$ cat config.mk
export PLATFORM = sky130hd
export DESIGN_NAME = rca_serial_seq
export DESIGN_NICKNAME = d
export VERILOG_FILES = /design/src/rtl/rca_pkg.sv /design/src/rtl/rca_serial_seq_fa_check.sv /design/src/rtl/rca_serial_seq.sv
export SDC_FILE = /design/constraint.sdc
export NUM_CORES = 1
export LEC_CHECK = 0
export CAP_MARGIN = 20
export CELL_PAD_IN_SITES_DETAIL_PLACEMENT = 1
export CELL_PAD_IN_SITES_GLOBAL_PLACEMENT = 2
export CORE_ASPECT_RATIO = 0.75
export CORE_MARGIN = 4
export CORE_UTILIZATION = 30
export DETAILED_ROUTE_END_ITERATION = 12
export PLACE_DENSITY = 0.75
export SLEW_MARGIN = 10
export SYNTH_ARGS = -nofsm -noshare
export SYNTH_HDL_FRONTEND = slang
export SYNTH_HIERARCHICAL = 1
export SYNTH_SLANG_ARGS = --single-unit
export TNS_END_PERCENT = 20
$ cat constraint.sdc
create_clock -name clk -period 3.4 [get_ports clk]
set_input_delay 0.85 -clock clk [delete_from_list [all_inputs] [get_ports clk]]
set_output_delay 0.85 -clock clk [all_outputs]
set_load 0.02 [all_outputs]
$ cat src/rtl/rca_pkg.sv
// Shared definitions for the bit-serial ripple-carry sequencer: FSM states and LUT field positions.
package rca_pkg;

  typedef enum logic [1:0] {
    S_IDLE,
    S_RUN,
    S_RETRY,
    S_DONE
  } state_t;

  localparam int unsigned LUT_SUM   = 3;
  localparam int unsigned LUT_CARRY = 2;

endpackage

$ cat src/rtl/rca_serial_seq_fa_check.sv
// Local full-adder reference used to cross-check the sum/carry pair returned by the LUT.
module fa_check (
  input  logic a,
  input  logic b,
  input  logic c,
  input  logic lut_sum,
  input  logic lut_carry,
  output logic s_l,
  output logic c_l,
  output logic match
);

  always_comb begin
    s_l   = a ^ b ^ c;
    c_l   = (a & b) | (a & c) | (b & c);
    match = (lut_sum == s_l) && (lut_carry == c_l);
  end

endmodule

$ cat src/rtl/rca_serial_seq.sv
// Bit-serial ripple-carry adder: walks the operands LSB first through an external full-adder LUT,
// retrying a bit once on disagreement with local logic and falling back to the local result.
module rca_serial_seq
  import rca_pkg::*;
#(
  parameter int unsigned WIDTH = 8,
  parameter int unsigned IDX_W = 3
) (
  input  logic             clk,
  input  logic             rst,
  input  logic             start,
  input  logic [WIDTH-1:0] op_a,
  input  logic [WIDTH-1:0] op_b,
  input  logic             cin,
  output logic [2:0]       lut_addr,
  input  logic [3:0]       lut_data,
  output logic             busy,
  output logic             done,
  output logic [WIDTH-1:0] sum,
  output logic             cout,
  output logic             fault,
  output logic [IDX_W-1:0] fault_bit
);

  state_t           state_q, state_d;
  logic [WIDTH-1:0] a_q, b_q;
  logic             carry_q;
  logic [IDX_W-1:0] idx_q;

  logic s_l, c_l, match;
  logic advance, use_lut, flag_fault, last;
  logic bit_sum, bit_carry;

  assign last = (idx_q == IDX_W'(WIDTH - 1));

  fa_check u_fa_check (
    .a         (a_q[0]),
    .b         (b_q[0]),
    .c         (carry_q),
    .lut_sum   (lut_data[LUT_SUM]),
    .lut_carry (lut_data[LUT_CARRY]),
    .s_l       (s_l),
    .c_l       (c_l),
    .match     (match)
  );

  // Operands are shifted right as bits retire, so bit 0 is always the current bit.
  always_comb begin
    lut_addr = '0;
    if (state_q == S_RUN || state_q == S_RETRY) begin
      lut_addr = {a_q[0], b_q[0], carry_q};
    end
  end

  always_comb begin
    state_d    = state_q;
    advance    = 1'b0;
    use_lut    = 1'b1;
    flag_fault = 1'b0;
    unique case (state_q)
      S_IDLE: begin
        if (start) state_d = S_RUN;
      end
      S_RUN: begin
        if (match) advance = 1'b1;
        else       state_d = S_RETRY;
      end
      S_RETRY: begin
        advance = 1'b1;
        state_d = S_RUN;
        if (!match) begin
          use_lut    = 1'b0;
          flag_fault = 1'b1;
        end
      end
      S_DONE: begin
        state_d = S_IDLE;
      end
      default: state_d = S_IDLE;
    endcase
    if (advance && last) state_d = S_DONE;
    bit_sum   = use_lut ? lut_data[LUT_SUM]   : s_l;
    bit_carry = use_lut ? lut_data[LUT_CARRY] : c_l;
  end

  always_ff @(posedge clk) begin
    if (rst) begin
      state_q   <= S_IDLE;
      a_q       <= '0;
      b_q       <= '0;
      carry_q   <= 1'b0;
      idx_q     <= '0;
      sum       <= '0;
      cout      <= 1'b0;
      busy      <= 1'b0;
      done      <= 1'b0;
      fault     <= 1'b0;
      fault_bit <= '0;
    end else begin
      state_q <= state_d;
      busy    <= (state_d == S_RUN) || (state_d == S_RETRY);
      done    <= (state_d == S_DONE);
      if (state_q == S_IDLE && start) begin
        a_q       <= op_a;
        b_q       <= op_b;
        carry_q   <= cin;
        idx_q     <= '0;
        fault     <= 1'b0;
        fault_bit <= '0;
      end
      if (advance) begin
        sum[idx_q] <= bit_sum;
        carry_q    <= bit_carry;
        a_q        <= a_q >> 1;
        b_q        <= b_q >> 1;
        idx_q      <= idx_q + IDX_W'(1);
        if (last) cout <= bit_carry;
      end
      // Only the first doubly-failed bit of an operation is recorded.
      if (flag_fault) begin
        fault <= 1'b1;
        if (!fault) fault_bit <= idx_q;
      end
    end
  end

endmodule

# Word level (Yosys, flattened, before mapping)
# Index checks and enable logic that the tools add are counted.
totals:
  ff_bits: 37
  inputBits: 24
  out_inout_bits: 18
  wordCells: 71
classes:
  n_addsub: 1
  order_cmp: 2
  eq_ne: 9
  n_mux: 28
  bitwise_logic: 7
  reduce_logical: 11
ops:
  columns: ["cell", "count"]
  rows:
  - ["7-bit two-way mux", 4]
  - ["3-bit two-way mux", 6]
  - ["1-bit two-way mux", 11]
  - ["8-bit bitwise mux", 1]
  - ["2-bit == test, second input constant", 4]
  - ["2-bit case mux with 4 select lines", 1]
  - ["2-bit two-way mux", 3]
  - ["2-bit by 1-bit == test with 1-bit output, second input constant", 2]
  - ["1-bit logical AND", 4]
  - ["3-bit by 4-bit less-than comparator with 1-bit output, second input constant", 1]
  - ["2-bit nonzero test", 2]
  - ["3-bit by 1-bit adder with 3-bit output, second input constant", 1]
  - ["1-bit bitwise AND", 3]
  - ["1-bit demux with 3-bit select", 1]
  - ["3-bit == test, second input constant", 1]
  - ["3-bit by 1-bit >= comparator with 1-bit output, second input constant", 1]
  - ["1-bit == test", 2]
  - ["2-bit logical NOT", 1]
  - ["1-bit logical OR", 2]
  - ["1-bit bitwise OR", 2]
  - ["1-bit case mux with 2 select lines", 1]
  - ["2-bit AND reduction", 1]
  - ["2-bit OR reduction", 1]
  - ["1-bit bitwise XOR", 2]

# Longest topological paths before layout
depth:
  depth_word: 11
  depth_mapped: 10
  depth_no_buf: 8

# Modules after synthesis
# Netlist, hierarchy kept.
by_module_without_submodules:
  columns: ["mod", "instances", "cells_each", "area_per_inst_um2", "seq_area_each_um2"]
  rows:
  - ["rca_serial_seq", 1, 201, 1833.0, 740.7]
  - ["fa_check", 1, 4, 41.3, 0.0]

# Least setup slack after synthesis
# Ideal clock, no wire load.
synth_timing:
  kind: "reg-to-reg"
  startpoint: "register a_q[0]"
  endpoint: "register busy"
  setup_ns: 0.128
  arrival_time_ns: 2.212
  t_required_ns: 3.272
  slack_ns: 1.061
  stages_incl_launch_ff: 11
  path_buffers: 2
  synth_period_minus_slack_ns: 2.339
  path_cell_list: "dfxtp_1 fa_1 xor2_1 nor2_1 a21o_1 buf_6 buf_6 nand3_1 nand3_1 ha_1 nor2b_1"
synth_between:
  elab_cells_between_ends: 18
  cone_classes: "4 x eq/ne; 5 x mux; 6 x bitwise; 3 x reduce/logical"
synth_rtl:
  columns: ["element", "line", "text"]
  rows:
  - ["start: declaration", "rca_serial_seq.sv:26", "logic [WIDTH-1:0] a_q, b_q;"]
  - ["start signal: assignment", "rca_serial_seq.sv:104", "a_q <= op_a;"]
  - ["start signal: assignment", "rca_serial_seq.sv:114", "a_q <= a_q >> 1;"]
  - ["1-bit bitwise XOR * (2 in a row)", "rca_serial_seq_fa_check.sv:14", "s_l = a ^ b ^ c;"]
  - ["net s_l", "rca_serial_seq.sv:30", "logic s_l, c_l, match;"]
  - ["1-bit == test *", "rca_serial_seq_fa_check.sv:16", "match = (lut_sum == s_l) && (lut_carry == c_l);"]
  - ["1-bit logical AND *", "rca_serial_seq_fa_check.sv:16", null]
  - ["net match", "rca_serial_seq.sv:30", null]
  - ["1-bit two-way mux", "rca_serial_seq.sv:65", "if (match) advance = 1'b1;"]
  - ["1-bit case mux with 2 select lines", "rca_serial_seq.sv:60", "unique case (state_q)"]
  - ["1-bit logical AND", "rca_serial_seq.sv:81", "if (advance && last) state_d = S_DONE;"]
  - ["2-bit two-way mux *", "rca_serial_seq.sv:81", null]
  - ["2-bit by 1-bit == test with 1-bit output or 2-bit == test (tied branches)", "rca_serial_seq.sv:101", "busy <= (state_d == S_RUN) || (state_d == S_RETRY);"]
  - ["1-bit logical OR *", "rca_serial_seq.sv:101", null]
  - ["end signal: assignment", "rca_serial_seq.sv:101", null]
  - ["end: declaration", "rca_serial_seq.sv:17", "output logic busy,"]
# The timed path passes the listed nets; every way through them passes the cells marked *.
# A chain may end at the register's enable or synchronous reset.

# Worst setup path in the final report
layout_timing:
  startpoint: "register state_q[0]"
  endpoint: "output port lut_addr[2]"
layout_between:
  elab_chain_cells: 3
  elab_cells_between_ends: 4
  cone_classes: "2 x eq/ne; 1 x mux; 1 x reduce/logical"
layout_rtl:
  columns: ["element", "line", "text"]
  rows:
  - ["start: declaration", "rca_serial_seq.sv:25", "state_t state_q, state_d;"]
  - ["start signal: assignment", "rca_serial_seq.sv:100", "state_q <= state_d;"]
  - ["2-bit by 1-bit == test with 1-bit output or 2-bit == test (tied branches)", "rca_serial_seq.sv:50", "if (state_q == S_RUN || state_q == S_RETRY) begin"]
  - ["1-bit logical OR *", "rca_serial_seq.sv:50", null]
  - ["3-bit two-way mux *", "rca_serial_seq.sv:50", null]
  - ["end: declaration", "rca_serial_seq.sv:15", "output logic [2:0] lut_addr,"]
# Mark *: on every way between the ends. The rest lies on a longest branch, timed or not.

==> flow_metrics.env <==
export IMPL_power_density_nw_per_um2=440
export IMPL_grt_max_degree=38
export IMPL_irDropWorstVdd_mv=0.157
export IMPL_grt_pass1_wl_mm=9.09
export IMPL_clock_sinks=37
export IMPL_p_int_uw=732
export IMPL_wirelength_mm=5.32
export IMPL_detail_route_wl_per_cell_um=16.7
export IMPL_num_rows=24
export IMPL_period_share_pct=86.1
export IMPL_yosysMostFrequentCell="dfxtp_1"
export IMPL_ff2ff_setup_slack_ns=0.85
export IMPL_cpLargestDelayFamily="buffers and inverters"
export IMPL_ys_types=34
export IMPL_hold_path_class="flop to flop"
export IMPL_grt_antenna_before_repair=0
export IMPL_max_freq_ghz=0.342
export IMPL_syn_inst=205
export IMPL_coreArea_um2=5950
export IMPL_synth_edff_count=0
export IMPL_yosysTopAreaCellShare_pct=39.5
export IMPL_fp_dieH_um=76.5
export IMPL_startpoint_type="flop"
export IMPL_crit_chain="inv_1, ha_1, and2_1, clkdlybuf4s50_1"
export IMPL_whs_ns=0.480
export IMPL_outcome="complete, no violations"
export IMPL_die_area_um2=7590
export IMPL_tns_ns=0
export IMPL_drc=0
export IMPL_r2r_start="state_q[0]"
export IMPL_cap_violations=0
export IMPL_end_kind="output port"
export IMPL_grt_overflow=0
export IMPL_clkLatencyLatePin_ns=0.29
export IMPL_cp_slowest_stage_delay_ns=0.60
export IMPL_hpwl_mm=3.66
export IMPL_h_tree_depth=2
export IMPL_portBuffers=39
export IMPL_cts_made_buffers=5
export IMPL_combPwrFrac_pct=25.2
export IMPL_power_frac_clock_pct=29.6
export IMPL_reg2reg_depth=6
export IMPL_synth_flop_cell="dfxtp_1"
export IMPL_crit_required_ns=2.55
export IMPL_min_from="fault_bit[1]"
export IMPL_period_minus_slack_ns=2.93
export IMPL_postRouteAntennaNets=0
export IMPL_drv_slew=0
export IMPL_relSlewSlack_pct=52.8
export IMPL_leakagePower_nw=0.899
export IMPL_io_pins=42
export IMPL_post_cts_setup_buffers=0
export IMPL_p_sw_uw=327
export IMPL_cts_root_buf="clkbuf_8"
export IMPL_synth_commonest_cells="dfxtp_1 (37), nor3_1 (30), and3_1 (16)"
export IMPL_ys_seq_elements=37
export IMPL_min_path_cells=2
export IMPL_path_buf_inv=2
export IMPL_power_frac_seq_pct=45.2
export IMPL_clock_path_buffers=2
export IMPL_synth_largest_area_cell="dfxtp_1"
export IMPL_cts_tree="done"
export IMPL_postSynth_asyncResetShare_pct=0
export IMPL_n_antenna_cell=0
export IMPL_synth_fp_nets=239
export IMPL_num_vias=1727
export IMPL_drtPass1Iterations=6
export IMPL_layout_drive_gt1_share_pct=7.88
export IMPL_cp_slowest_cell="clkdlybuf4s50_1"
export IMPL_crit_type="flop to output port"
export IMPL_min_to="fault_bit[1]"
export IMPL_syn_avg_cell_area_um2=9.14
export IMPL_finalSetupViolCount=0
export IMPL_gp_congestion=0.738
export IMPL_start_util_pct=31.5
export IMPL_cp_max_fo=10
export IMPL_drtIter0Drc=76
export IMPL_grt_usage_pct=14.5
export IMPL_nets=275
export IMPL_r2r_end="cout"
export IMPL_syn_area_um2=1870
export IMPL_placed_area_um2=2320
export IMPL_swShare_pct=30.9
export IMPL_yosys_top_cells_area="dfxtp_1 (40%), nor3_1 (8.0%), a221oi_1 (7.0%)"
export IMPL_die_x_um=99.3
export IMPL_grt_pass1_vias=1808
export IMPL_setup_ws_ns=0.474
export IMPL_cts_resized=0
export IMPL_cts_clk_slew_worst_paths_ns=0.07
export IMPL_finalHoldViolations=0
export IMPL_rsz0062_at_grt="no"
export IMPL_finalInstanceArea_um2=2410
export IMPL_yosysSeqAreaShare_pct=39.5
export IMPL_worstPathArrival_ns=2.08
export IMPL_power_mw=1.06
export IMPL_viasPerCell=5.41
export IMPL_yosys_warnings=6
export IMPL_hold_buffers=0
export IMPL_finClkSkew_ns=0.00299
export IMPL_synthToLayoutAreaGrowth_pct=28.6
export IMPL_post_place_ws_ns=0.142
export IMPL_tightest_slew_ns=0.706
## placed cells by master (no fill, tap or decap), drive strengths merged, types with 5 or more instances in the layout
cell            n
clkdlybuf4s50  39
dfxtp          37
nor3           30
and3           16
a221oi         15
a31oi          10
a21oi           9
a311oi          9
ha              9
nand3           8
buf             8
clkbuf          7
nand2           5
nor2            5
## how the worst max path moves through the flow
stage | from | endpoint | depth (start not counted)
floorplan | a_q[0] | busy | 10
global placement | lut_data[3] | cout | 6
detailed placement | lut_data[3] | cout | 6
CTS | state_q[0] | lut_addr[1] | 4
global route | state_q[0] | lut_addr[2] | 4
finish | state_q[0] | lut_addr[2] | 4
## flip-flops by register name, indices dropped and copies added (netlist names)
name	count
fault_bit	3
a_q	8
cout	1
sum	8
idx_q	3
carry_q	1
b_q	8
busy	1
state_q	2
fault	1
done	1
## stage by stage
stage | utilization (%) | cells
after global placement | 39.0 | 311
after CTS | 40.4 | 318
after detailed placement | 39.0 | 311
final | 40.6 | 319
after floorplan | - | 205
after global routing | 40.6 | 319
## layout make-up
cell class	count	area, µm²
tap	78	97.6
multi-input combinational	146	1020
sequential	37	741
fill	683	3530
clock buffer	7	86.3
inverter	4	15.0
timing repair buffer	47	450
## power by group through the flow
stage                     sequential [mW]  combinational (mW)  clock, mW
after global placement              0.488               0.265          0
final                               0.479               0.267      0.314
after global routing                0.482               0.297      0.346
after CTS                           0.479               0.267      0.324
after floorplan                     0.487               0.181          0
after detailed placement            0.488               0.266          0
## cell families (layout without fill, tap and decap cells)
family | Yosys count | in the layout | share of synthesized area (%)
simple gates | 78 | 78 | 23.1
compound gates | 51 | 51 | 20.0
flops | 37 | 37 | 39.5
buf+inv | 22 | 58 | 6.01
fa+ha+maj | 10 | 10 | 7.08
mux | 5 | 5 | 3.40
xor+xnor | 2 | 2 | 0.935
## routing by layer
metal	wire length, µm	vias up	track usage, %
met5	0	-	0
met4	55	0	3.82
met3	235	6	4.30
met2	2240	28	21.4
met1	2790	842	20.5
li1	-	851	-
## tightest hold or removal path, delay by kind of cell, from the launching register on
kind             cells  cell delay, ns
AO/OA/AOI/OAI        1            0.06
AND/OR/NAND/NOR      1            0.06
flip-flops           1            0.32
No activity file was read; power rests on OpenSTA's default activity.
